[config.mk]
export PLATFORM = sky130hd
export DESIGN_NAME = cb_exec
export DESIGN_NICKNAME = d
export VERILOG_FILES = /design/src/rtl/gb_pkg.sv /design/src/rtl/bit_ops.sv /design/src/rtl/cb_exec.sv
export SDC_FILE = /design/constraint.sdc
export NUM_CORES = 1
export LEC_CHECK = 0
export CAP_MARGIN = 20
export CORE_UTILIZATION = 36
export CTS_CLUSTER_SIZE = 28
export DETAILED_ROUTE_END_ITERATION = 8
export HOLD_SLACK_MARGIN = 0.08
export PLACE_DENSITY_LB_ADDON = 0.25
export SLEW_MARGIN = 20
export SYNTH_ARGS = -nofsm -noshare
export SYNTH_HDL_FRONTEND = slang
export SYNTH_SLANG_ARGS = --single-unit
[constraint.sdc]
create_clock -name clk -period 2.1 [get_ports clk]
set_input_delay 0.21 -clock clk [delete_from_list [all_inputs] [get_ports clk]]
set_output_delay 0.21 -clock clk [all_outputs]
set_load 0.05 [all_outputs]
[src/rtl/gb_pkg.sv]
// Shared definitions for the CB-prefix execution path: FSM states,
// opcode class codes, register indices and flag bit positions.
package gb_pkg;

    typedef enum logic [1:0] {
        ST_IDLE  = 2'd0,
        ST_READ  = 2'd1,
        ST_EXEC  = 2'd2,
        ST_WRITE = 2'd3
    } state_e;

    localparam logic [1:0] CLS_SHIFT = 2'b00;
    localparam logic [1:0] CLS_BIT   = 2'b01;
    localparam logic [1:0] CLS_RES   = 2'b10;
    localparam logic [1:0] CLS_SET   = 2'b11;

    localparam logic [2:0] REG_B = 3'd0;
    localparam logic [2:0] REG_C = 3'd1;
    localparam logic [2:0] REG_D = 3'd2;
    localparam logic [2:0] REG_E = 3'd3;
    localparam logic [2:0] REG_H = 3'd4;
    localparam logic [2:0] REG_L = 3'd5;
    localparam logic [2:0] REG_A = 3'd7;

    localparam logic [2:0] HL_TARGET = 3'd6;

    localparam int FLAG_Z = 3;
    localparam int FLAG_N = 2;
    localparam int FLAG_H = 1;
    localparam int FLAG_C = 0;

endpackage

[src/rtl/bit_ops.sv]
// Combinational CB-page bit-operation unit. RES/SET report Z of the
// result with H=0; carry passes through for BIT, RES and SET.
module bit_ops
    import gb_pkg::*;
(
    input  logic [4:0] sel_i,
    input  logic [7:0] operand_i,
    input  logic       carry_i,
    output logic [7:0] result_o,
    output logic       z_o,
    output logic       h_o,
    output logic       c_o
);

    logic [1:0] cls;
    logic [2:0] idx;
    logic [7:0] mask;
    logic [7:0] v;

    assign cls  = sel_i[4:3];
    assign idx  = sel_i[2:0];
    assign mask = 8'd1 << idx;
    assign v    = operand_i;

    always_comb begin
        result_o = v;
        h_o      = 1'b0;
        c_o      = carry_i;
        unique case (cls)
            CLS_SHIFT: begin
                unique case (idx)
                    3'd0: {c_o, result_o} = {v[7], v[6:0], v[7]};
                    3'd1: {c_o, result_o} = {v[0], v[0], v[7:1]};
                    3'd2: {c_o, result_o} = {v[7], v[6:0], carry_i};
                    3'd3: {c_o, result_o} = {v[0], carry_i, v[7:1]};
                    3'd4: {c_o, result_o} = {v[7], v[6:0], 1'b0};
                    3'd5: {c_o, result_o} = {v[0], v[7], v[7:1]};
                    3'd6: {c_o, result_o} = {1'b0, v[3:0], v[7:4]};
                    3'd7: {c_o, result_o} = {v[0], 1'b0, v[7:1]};
                    default: result_o = v;
                endcase
            end
            CLS_BIT: h_o = 1'b1;
            CLS_RES: result_o = v & ~mask;
            CLS_SET: result_o = v | mask;
            default: result_o = v;
        endcase
        z_o = (cls == CLS_BIT) ? ~|(v & mask) : ~|result_o;
    end

endmodule

[src/rtl/cb_exec.sv]
// CB-prefix execution sequencer. Define CB_HL_TARGET_EN to build the
// (HL) memory read/write path; otherwise target 6 reports illegal.
module cb_exec
    import gb_pkg::*;
(
    input  logic        clk,
    input  logic        rst,
    input  logic        start,
    input  logic [7:0]  opcode,
    input  logic [15:0] hl,
    input  logic [3:0]  flags_in,
    output logic [2:0]  reg_sel,
    input  logic [7:0]  reg_rdata,
    output logic        reg_we,
    output logic [7:0]  reg_wdata,
    output logic [15:0] mem_addr,
    output logic        mem_rd,
    output logic        mem_wr,
    output logic [7:0]  mem_wdata,
    input  logic [7:0]  mem_rdata,
    input  logic        mem_ready,
    output logic        flags_we,
    output logic [3:0]  flags_out,
    output logic        busy,
    output logic        done,
    output logic        illegal
);

    state_e     state_q;
    logic [7:0] op_q;

`ifdef CB_HL_TARGET_EN
    logic [15:0] hl_q;
    logic [7:0]  opnd_q;
    logic [7:0]  res_q;
`endif

    logic [7:0] operand;
    logic [7:0] unit_res;
    logic       unit_z;
    logic       unit_h;
    logic       unit_c;
    logic       is_hl;
    logic       is_bit;
    logic       exec;
    logic [3:0] flags_new;
    logic       unused;

    assign is_hl  = op_q[2:0] == HL_TARGET;
    assign is_bit = op_q[7:6] == CLS_BIT;
    assign exec   = state_q == ST_EXEC;

`ifdef CB_HL_TARGET_EN
    assign operand = is_hl ? opnd_q : reg_rdata;
    assign unused  = ^flags_in[3:1];
`else
    assign operand = reg_rdata;
    assign unused  = ^{flags_in[3:1], hl, mem_rdata, mem_ready};
`endif

    bit_ops u_bit_ops (
        .sel_i     (op_q[7:3]),
        .operand_i (operand),
        .carry_i   (flags_in[FLAG_C]),
        .result_o  (unit_res),
        .z_o       (unit_z),
        .h_o       (unit_h),
        .c_o       (unit_c)
    );

    always_ff @(posedge clk or posedge rst) begin
        if (rst) begin
            state_q <= ST_IDLE;
            op_q    <= '0;
`ifdef CB_HL_TARGET_EN
            hl_q    <= '0;
            opnd_q  <= '0;
            res_q   <= '0;
`endif
        end else begin
            unique case (state_q)
                ST_IDLE: begin
                    if (start) begin
                        op_q <= opcode;
`ifdef CB_HL_TARGET_EN
                        hl_q    <= hl;
                        state_q <= (opcode[2:0] == HL_TARGET)
                                   ? ST_READ : ST_EXEC;
`else
                        state_q <= ST_EXEC;
`endif
                    end
                end
`ifdef CB_HL_TARGET_EN
                ST_READ: begin
                    if (mem_ready) begin
                        opnd_q  <= mem_rdata;
                        state_q <= ST_EXEC;
                    end
                end
                ST_EXEC: begin
                    if (is_hl && !is_bit) begin
                        res_q   <= unit_res;
                        state_q <= ST_WRITE;
                    end else begin
                        state_q <= ST_IDLE;
                    end
                end
                ST_WRITE: begin
                    if (mem_ready) state_q <= ST_IDLE;
                end
`else
                ST_EXEC: state_q <= ST_IDLE;
`endif
                default: state_q <= ST_IDLE;
            endcase
        end
    end

    always_comb begin
        flags_new         = '0;
        flags_new[FLAG_Z] = unit_z;
        flags_new[FLAG_H] = unit_h;
        flags_new[FLAG_C] = unit_c;
    end

    // Data outputs read as zero unless their strobe is active.
    assign busy      = state_q != ST_IDLE;
    assign reg_sel   = busy ? op_q[2:0] : 3'd0;
    assign reg_we    = exec && !is_hl && !is_bit;
    assign reg_wdata = reg_we ? unit_res : 8'd0;
    assign flags_out = flags_we ? flags_new : 4'd0;

`ifdef CB_HL_TARGET_EN
    assign illegal   = 1'b0;
    assign flags_we  = exec;
    assign mem_rd    = state_q == ST_READ;
    assign mem_wr    = state_q == ST_WRITE;
    assign mem_addr  = (mem_rd || mem_wr) ? hl_q : 16'd0;
    assign mem_wdata = mem_wr ? res_q : 8'd0;
    assign done      = (exec && (!is_hl || is_bit))
                     || (mem_wr && mem_ready);
`else
    assign illegal   = exec && is_hl;
    assign flags_we  = exec && !is_hl;
    assign mem_rd    = 1'b0;
    assign mem_wr    = 1'b0;
    assign mem_addr  = 16'd0;
    assign mem_wdata = 8'd0;
    assign done      = exec;
`endif

endmodule

==> results of run 1 <==
## synth_stat cells (all sizes together) (2+ instances only)
library cell	number	share of area
mux2	14	0.11
inv	3	0.0080
nand2	13	0.036
nand3	2	0.0071
nor2	15	0.040
nor2b	8	0.035
a22oi	5	0.027
buf	34	0.19
a21oi	4	0.014
a2bb2oi	2	0.012
a21boi	4	0.021
and2	5	0.024
nand2b	2	0.0089
mux2i	8	0.057
clkbuf	7	0.019
and3	5	0.022
o21ai	8	0.028
dfrtp	9	0.16
o211ai	4	0.021
o31a	3	0.019
o41ai	2	0.018
nand3b	4	0.024
## critical path, delay by kind of cell, from the launching register on
| kind | cells | cell delay, ps |
|---|---|---|
| AOI/OAI and AO/OA | 4 | 1060 |
| DFF | 1 | 470 |
| buffers and inverters | 2 | 350 |
| muxes | 1 | 230 |
## metal layers
layer / share of wire / global-route usage / wire length, um
met3: 0.060 / 0.0335 / 268
met2: 0.49 / 0.361 / 2200
met1: 0.43 / 0.272 / 1910
met4: 0.018 / 0.0667 / 79
met5: 0 / 0 / 0
## sequential cells by signal, indices dropped and copies added (netlist names)
| signal | flops |
|---|---|
| state_q | 1 |
| op_q | 8 |
## through the flow
step                      power (mW)  instance area, um^2  instances  hold WS (ps)  setup slack, ps
final                           1.49                 2340        302           236             -448
after CTS                       1.36                 2150        292           240             -447
after global routing            1.56                 2340        302           282             -523
after global placement          1.11                 2030        286           491             -378
after detailed placement        1.12                 2030        286           484             -392
after floorplan                0.847                 1540        203          37.9             -252
## cell families (layout without fill, tap and decap cells)
| family | Yosys count | in the layout | share of synthesized area |
|---|---|---|---|
| AOI/OAI and AO/OA | 41 | 41 | 0.221 |
| other | 1 | 27 | 0.00265 |
| and+or+nand+nor | 60 | 60 | 0.228 |
| DFF | 9 | 9 | 0.159 |
| buffers and inverters | 44 | 95 | 0.221 |
| muxes | 22 | 22 | 0.168 |
## what timing repair did
action	CTS	global route
pin swaps	3	8
buffers inserted	3	11
resized for setup	17	24
setup endpoints to repair	9	10
## power by group
part | internal, mW | switching, mW | total, mW | leakage, nW
Clock | 0.132 | 0.0651 | 0.197 | 0.0228
Combinational | 0.486 | 0.562 | 1.05 | 0.965
Sequential | 0.200 | 0.0418 | 0.242 | 0.103
## layout make-up
cell class,count,area share
Sequential cell,9,0.0977
Clock buffer,4,0.0192
Timing Repair Buffer,88,0.383
Tap cell,48,0.0256
Multi-Input combinational cell,150,0.470
Inverter,3,0.00481
## final timing paths
check / startpoint / to / slack (ps) / cells after the start
max reg2reg: state_q[1] / op_q[3] / 850 / 3
min reg2reg: op_q[1] / op_q[1] / 530 / 1
min in group clk: op_q[1] / op_q[1] / 530 / 1
min: rst / state_q[1] / 240 / 2
max: op_q[5] / flags_out[3] / -450 / 7
max in group asynchronous: rst / op_q[4] / 1590 / 2
==> results.json, run 1 <==
{
  "ys_warn_count": 0,
  "slew_viol_final": 0,
  "slowest_stage": "dfrtp_2",
  "end_kind": "output port",
  "routed_wirelength_mm": 4.45,
  "initial_utilization": 0.380,
  "clockBufferDepth": 2,
  "crit_chain": "buf_6 -> mux2i_1 -> a211oi_2 -> o31ai_4 -> a21bo_1 -> o41ai_4 -> buf_12",
  "synth_cells": 177,
  "hold_viol": 0,
  "tns_ps": -889,
  "crit_fanout": 8,
  "syn_area_per_cell_um2": 7.98,
  "antennaDiodeCount": 0,
  "dieWidth_um": 64.6,
  "cts_max_level": 1,
  "io_pins": 94,
  "crit_type": "reg2out",
  "fin_crit_ps": 2550,
  "final_common_cell": "buf_4",
  "die_h_um": 64.6,
  "grt_pass1_vias": 1428,
  "worstMarginPinSlew_ps": 508,
  "grt_usage": 0.212,
  "port_buffers": 38,
  "place.gp.congestion": 0.866,
  "seqCellArea_um2": 229,
  "synth_seq_cells": 9,
  "cts-root-buf": "clkbuf_8",
  "drtAntennaViolNets": 0,
  "antenna_found_initial": 0,
  "cp.arrival_ps": 2340,
  "cts_buffers": 3,
  "cts_tree": "built",
  "clock_sinks": 9,
  "clkLatencyLatePin_ps": 230,
  "violations": "setup timing",
  "core-area_mm2": 0.00372,
  "drtIter0Drc": 63,
  "maxSlewHeadroom": 0.661,
  "final_cell_mix": "42 x buf_4, 27 x conb_1, 24 x clkdlybuf4s50_1",
  "wl_per_cell_um": 14.7,
  "num_vias": 1489,
  "final_nets": 303,
  "critPathLaunchType": "flip-flop",
  "synth_flop_cell": "dfrtp_1",
  "slowest_delay_ps": 470,
  "multi_input_area_mm2": 0.00110,
  "fin_skew_ps": 4.70,
  "hp-class": "in2async",
  "ctsHoldBuffers": 0,
  "required_ps": 1890,
  "grt_first_pass_wirelength_mm": 6.93,
  "layout_setup_ws_ps": -448,
  "drv_cap": 0,
  "fill_cells": 342,
  "cellPowerDensity_mw_per_mm2": 635,
  "hpwl_mm": 3.00,
  "async_reset_ff_frac": 1.00,
  "status": "finished, violations left",
  "rsz0062_at_grt": "true",
  "first_pass_iters": 4,
  "p_leak_nw": 1.09,
  "std_cell_rows": 22,
  "grt_max_degree": 16,
  "via_per_inst": 4.93,
  "clock.fmax_mhz": 392,
  "layout-drive-gt1-share": 0.421,
  "clkTransAtPathRegs_ps": 50,
  "seq_area_frac_synth": 0.159,
  "die_area_mm2": 0.00418,
  "setup_viol": 6,
  "ys_types": 44,
  "ir_worst_vdd_v": 0.000539,
  "final_core_util": 0.631,
  "netlist_area_mm2": 0.00141,
  "gr-total-overflow": 0,
  "area_delta_synth_final_pct": 65.9,
  "synth_enable_flop_cells": 0,
  "period_share": 1.21,
  "drc_errors": 0
}
Note: power is estimated with default switching activity, not from simulation.
==> inputs of run 2 (changes only) <==
- CORE_MARGIN: unset -> 2
- SKIP_CTS_REPAIR_TIMING: unset -> 1
==> run 2 against run 1 <==
Net effect:
- the run still ends with setup timing left
- first-iteration DRC count is 130% higher
- power is 6.5% lower
- global-route usage is 1.7 points lower
- utilization shrank 4.0 points
- via count down 0.27%
- worst setup slack lost 4.8 ps
- wire length fell by 6.5%
- flip-flop and latch count unchanged
- cell area decreased by 6.4%
- sequential share of layout area is 0.61 points higher
- critical endpoint unchanged
==> results.json, run 2 (synthesized netlist as in run 1, its figures left out) <==
{
  "status": "finished, violations left",
  "violations": "setup timing",
  "grt_first_pass_wirelength_mm": 6.79,
  "setup_viol": 6,
  "hpwl_mm": 3.15,
  "period_share": 1.22,
  "area_delta_synth_final_pct": 55.3,
  "fin_total_pwr_mw": 1.39,
  "drc_errors": 0,
  "final_nets": 294,
  "fin_skew_ps": 0.287,
  "reg2reg_to": "op_q[2]",
  "drv_cap": 0,
  "clock_sinks": 9,
  "grt_usage": 0.195,
  "clock.fmax_mhz": 392,
  "cts_buffers": 3,
  "io_pins": 94,
  "cpMostUsedCell": "buf_12",
  "slew_viol_final": 0,
  "clkTransAtPathRegs_ps": 40,
  "hold_viol": 0,
  "cts_max_level": 1,
  "initial_utilization": 0.380,
  "layout-drive-gt1-share": 0.388,
  "antennaDiodeCount": 0,
  "layout.cells.non_filler": 293,
  "grt_max_degree": 19,
  "slowest_delay_ps": 410,
  "place.gp.congestion": 0.926,
  "antenna_found_initial": 0,
  "routed_wirelength_mm": 4.16,
  "dp_cells": 289,
  "p_leak_nw": 0.999,
  "worstMarginPinSlew_ps": 499,
  "largest_reg_flops": 8,
  "cp.arrival_ps": 2340,
  "crit_fanout": 18,
  "slowest_stage": "o41a_1",
  "drtAntennaViolNets": 0,
  "clkLatencyLatePin_ps": 230,
  "required_ps": 1890,
  "die_h_um": 66.6,
  "crit_type": "reg2out",
  "layout_setup_ws_ps": -453,
  "rsz0062_at_grt": "true",
  "cp-startpoint": "op_q[5]",
  "cts-root-buf": "clkbuf_8",
  "gr-total-overflow": 0,
  "hp-class": "in2async",
  "rr_worst_depth": 3,
  "clockBufferDepth": 2,
  "die_area_mm2": 0.00444,
  "r2r_slack_ps": 870,
  "fin_crit_ps": 2550,
  "first_pass_iters": 4,
  "r2r-start": "state_q[1]",
  "final_cell_mix": "41 x buf_4, 27 x conb_1, 24 x clkdlybuf4s50_1",
  "maxSlewHeadroom": 0.666,
  "num_vias": 1485,
  "critPathLaunchType": "flip-flop",
  "grt_pass1_vias": 1423,
  "via_per_inst": 5.07,
  "crit_chain": "buf_12 -> and3_1 -> o31a_1 -> or2_0 -> o41a_1 -> o41ai_4 -> buf_12",
  "largestRegisters": "op_q x8, state_q x1",
  "crit_end": "flags_out[3]",
  "top_register": "op_q",
  "hold_slack_ps": 234,
  "cellPowerDensity_mw_per_mm2": 634,
  "core-area_mm2": 0.00372,
  "dieWidth_um": 66.6,
  "wl_per_cell_um": 14.2,
  "drtIter0Drc": 145,
  "std_cell_rows": 22,
  "final_common_cell": "buf_4",
  "port_buffers": 38,
  "cts_tree": "built",
  "end_kind": "output port",
  "ir_worst_vdd_v": 0.000543
}
## run 2: critical path, delay by kind of cell, from the launching register on
kind	cells	cell delay (ps)
buf+inv	2	340
compound gates	3	980
flops	1	400
simple gates	2	380
## run 2: stage by stage
step,setup slack (ps),utilization,cell area (um^2),setup TNS [ps]
2_1_floorplan,-252,-,1540,-346
3_3_place_gp,-324,0.555,2060,-712
3_5_place_dp,-321,0.555,2060,-651
4_1_cts,-543,0.567,2110,-2290
5_1_grt,-547,0.590,2190,-1460
6_report,-453,0.590,2190,-895
## run 2: final cells by class
cell class,instances,area [um^2]
clock buffers,4,45.0
well taps,48,60.1
repair buffers,79,785
flip-flops and latches,9,228
multi-input cells,150,1060
fillers,351,1520
inverters,3,11.3
## run 2: per-layer routing
metal | GRT usage | share of wire | up-vias
met1 | 0.257 | 0.43 | 693
met5 | 0 | 0 | -
li1 | - | - | 708
met4 | 0.0459 | 0.020 | 0
met3 | 0.0253 | 0.068 | 8
met2 | 0.338 | 0.48 | 76
## run 2: worst min path at each step
stage	startpoint	to	slack [ps]	depth (start not counted)
3_3_place_gp	rst	op_q[5]	490	2
4_1_cts	rst	state_q[1]	250	2
2_1_floorplan	rst	op_q[0]	40	1
6_report	rst	op_q[0]	230	2
5_1_grt	rst	op_q[0]	280	2
3_5_place_dp	rst	op_q[0]	490	2
## run 2: power breakdown
part / leakage (nW) / internal [mW] / total, mW / switching, mW
registers: 0.104 / 0.200 / 0.246 / 0.0468
clock network: 0.0228 / 0.132 / 0.194 / 0.0625
logic: 0.872 / 0.423 / 0.950 / 0.527
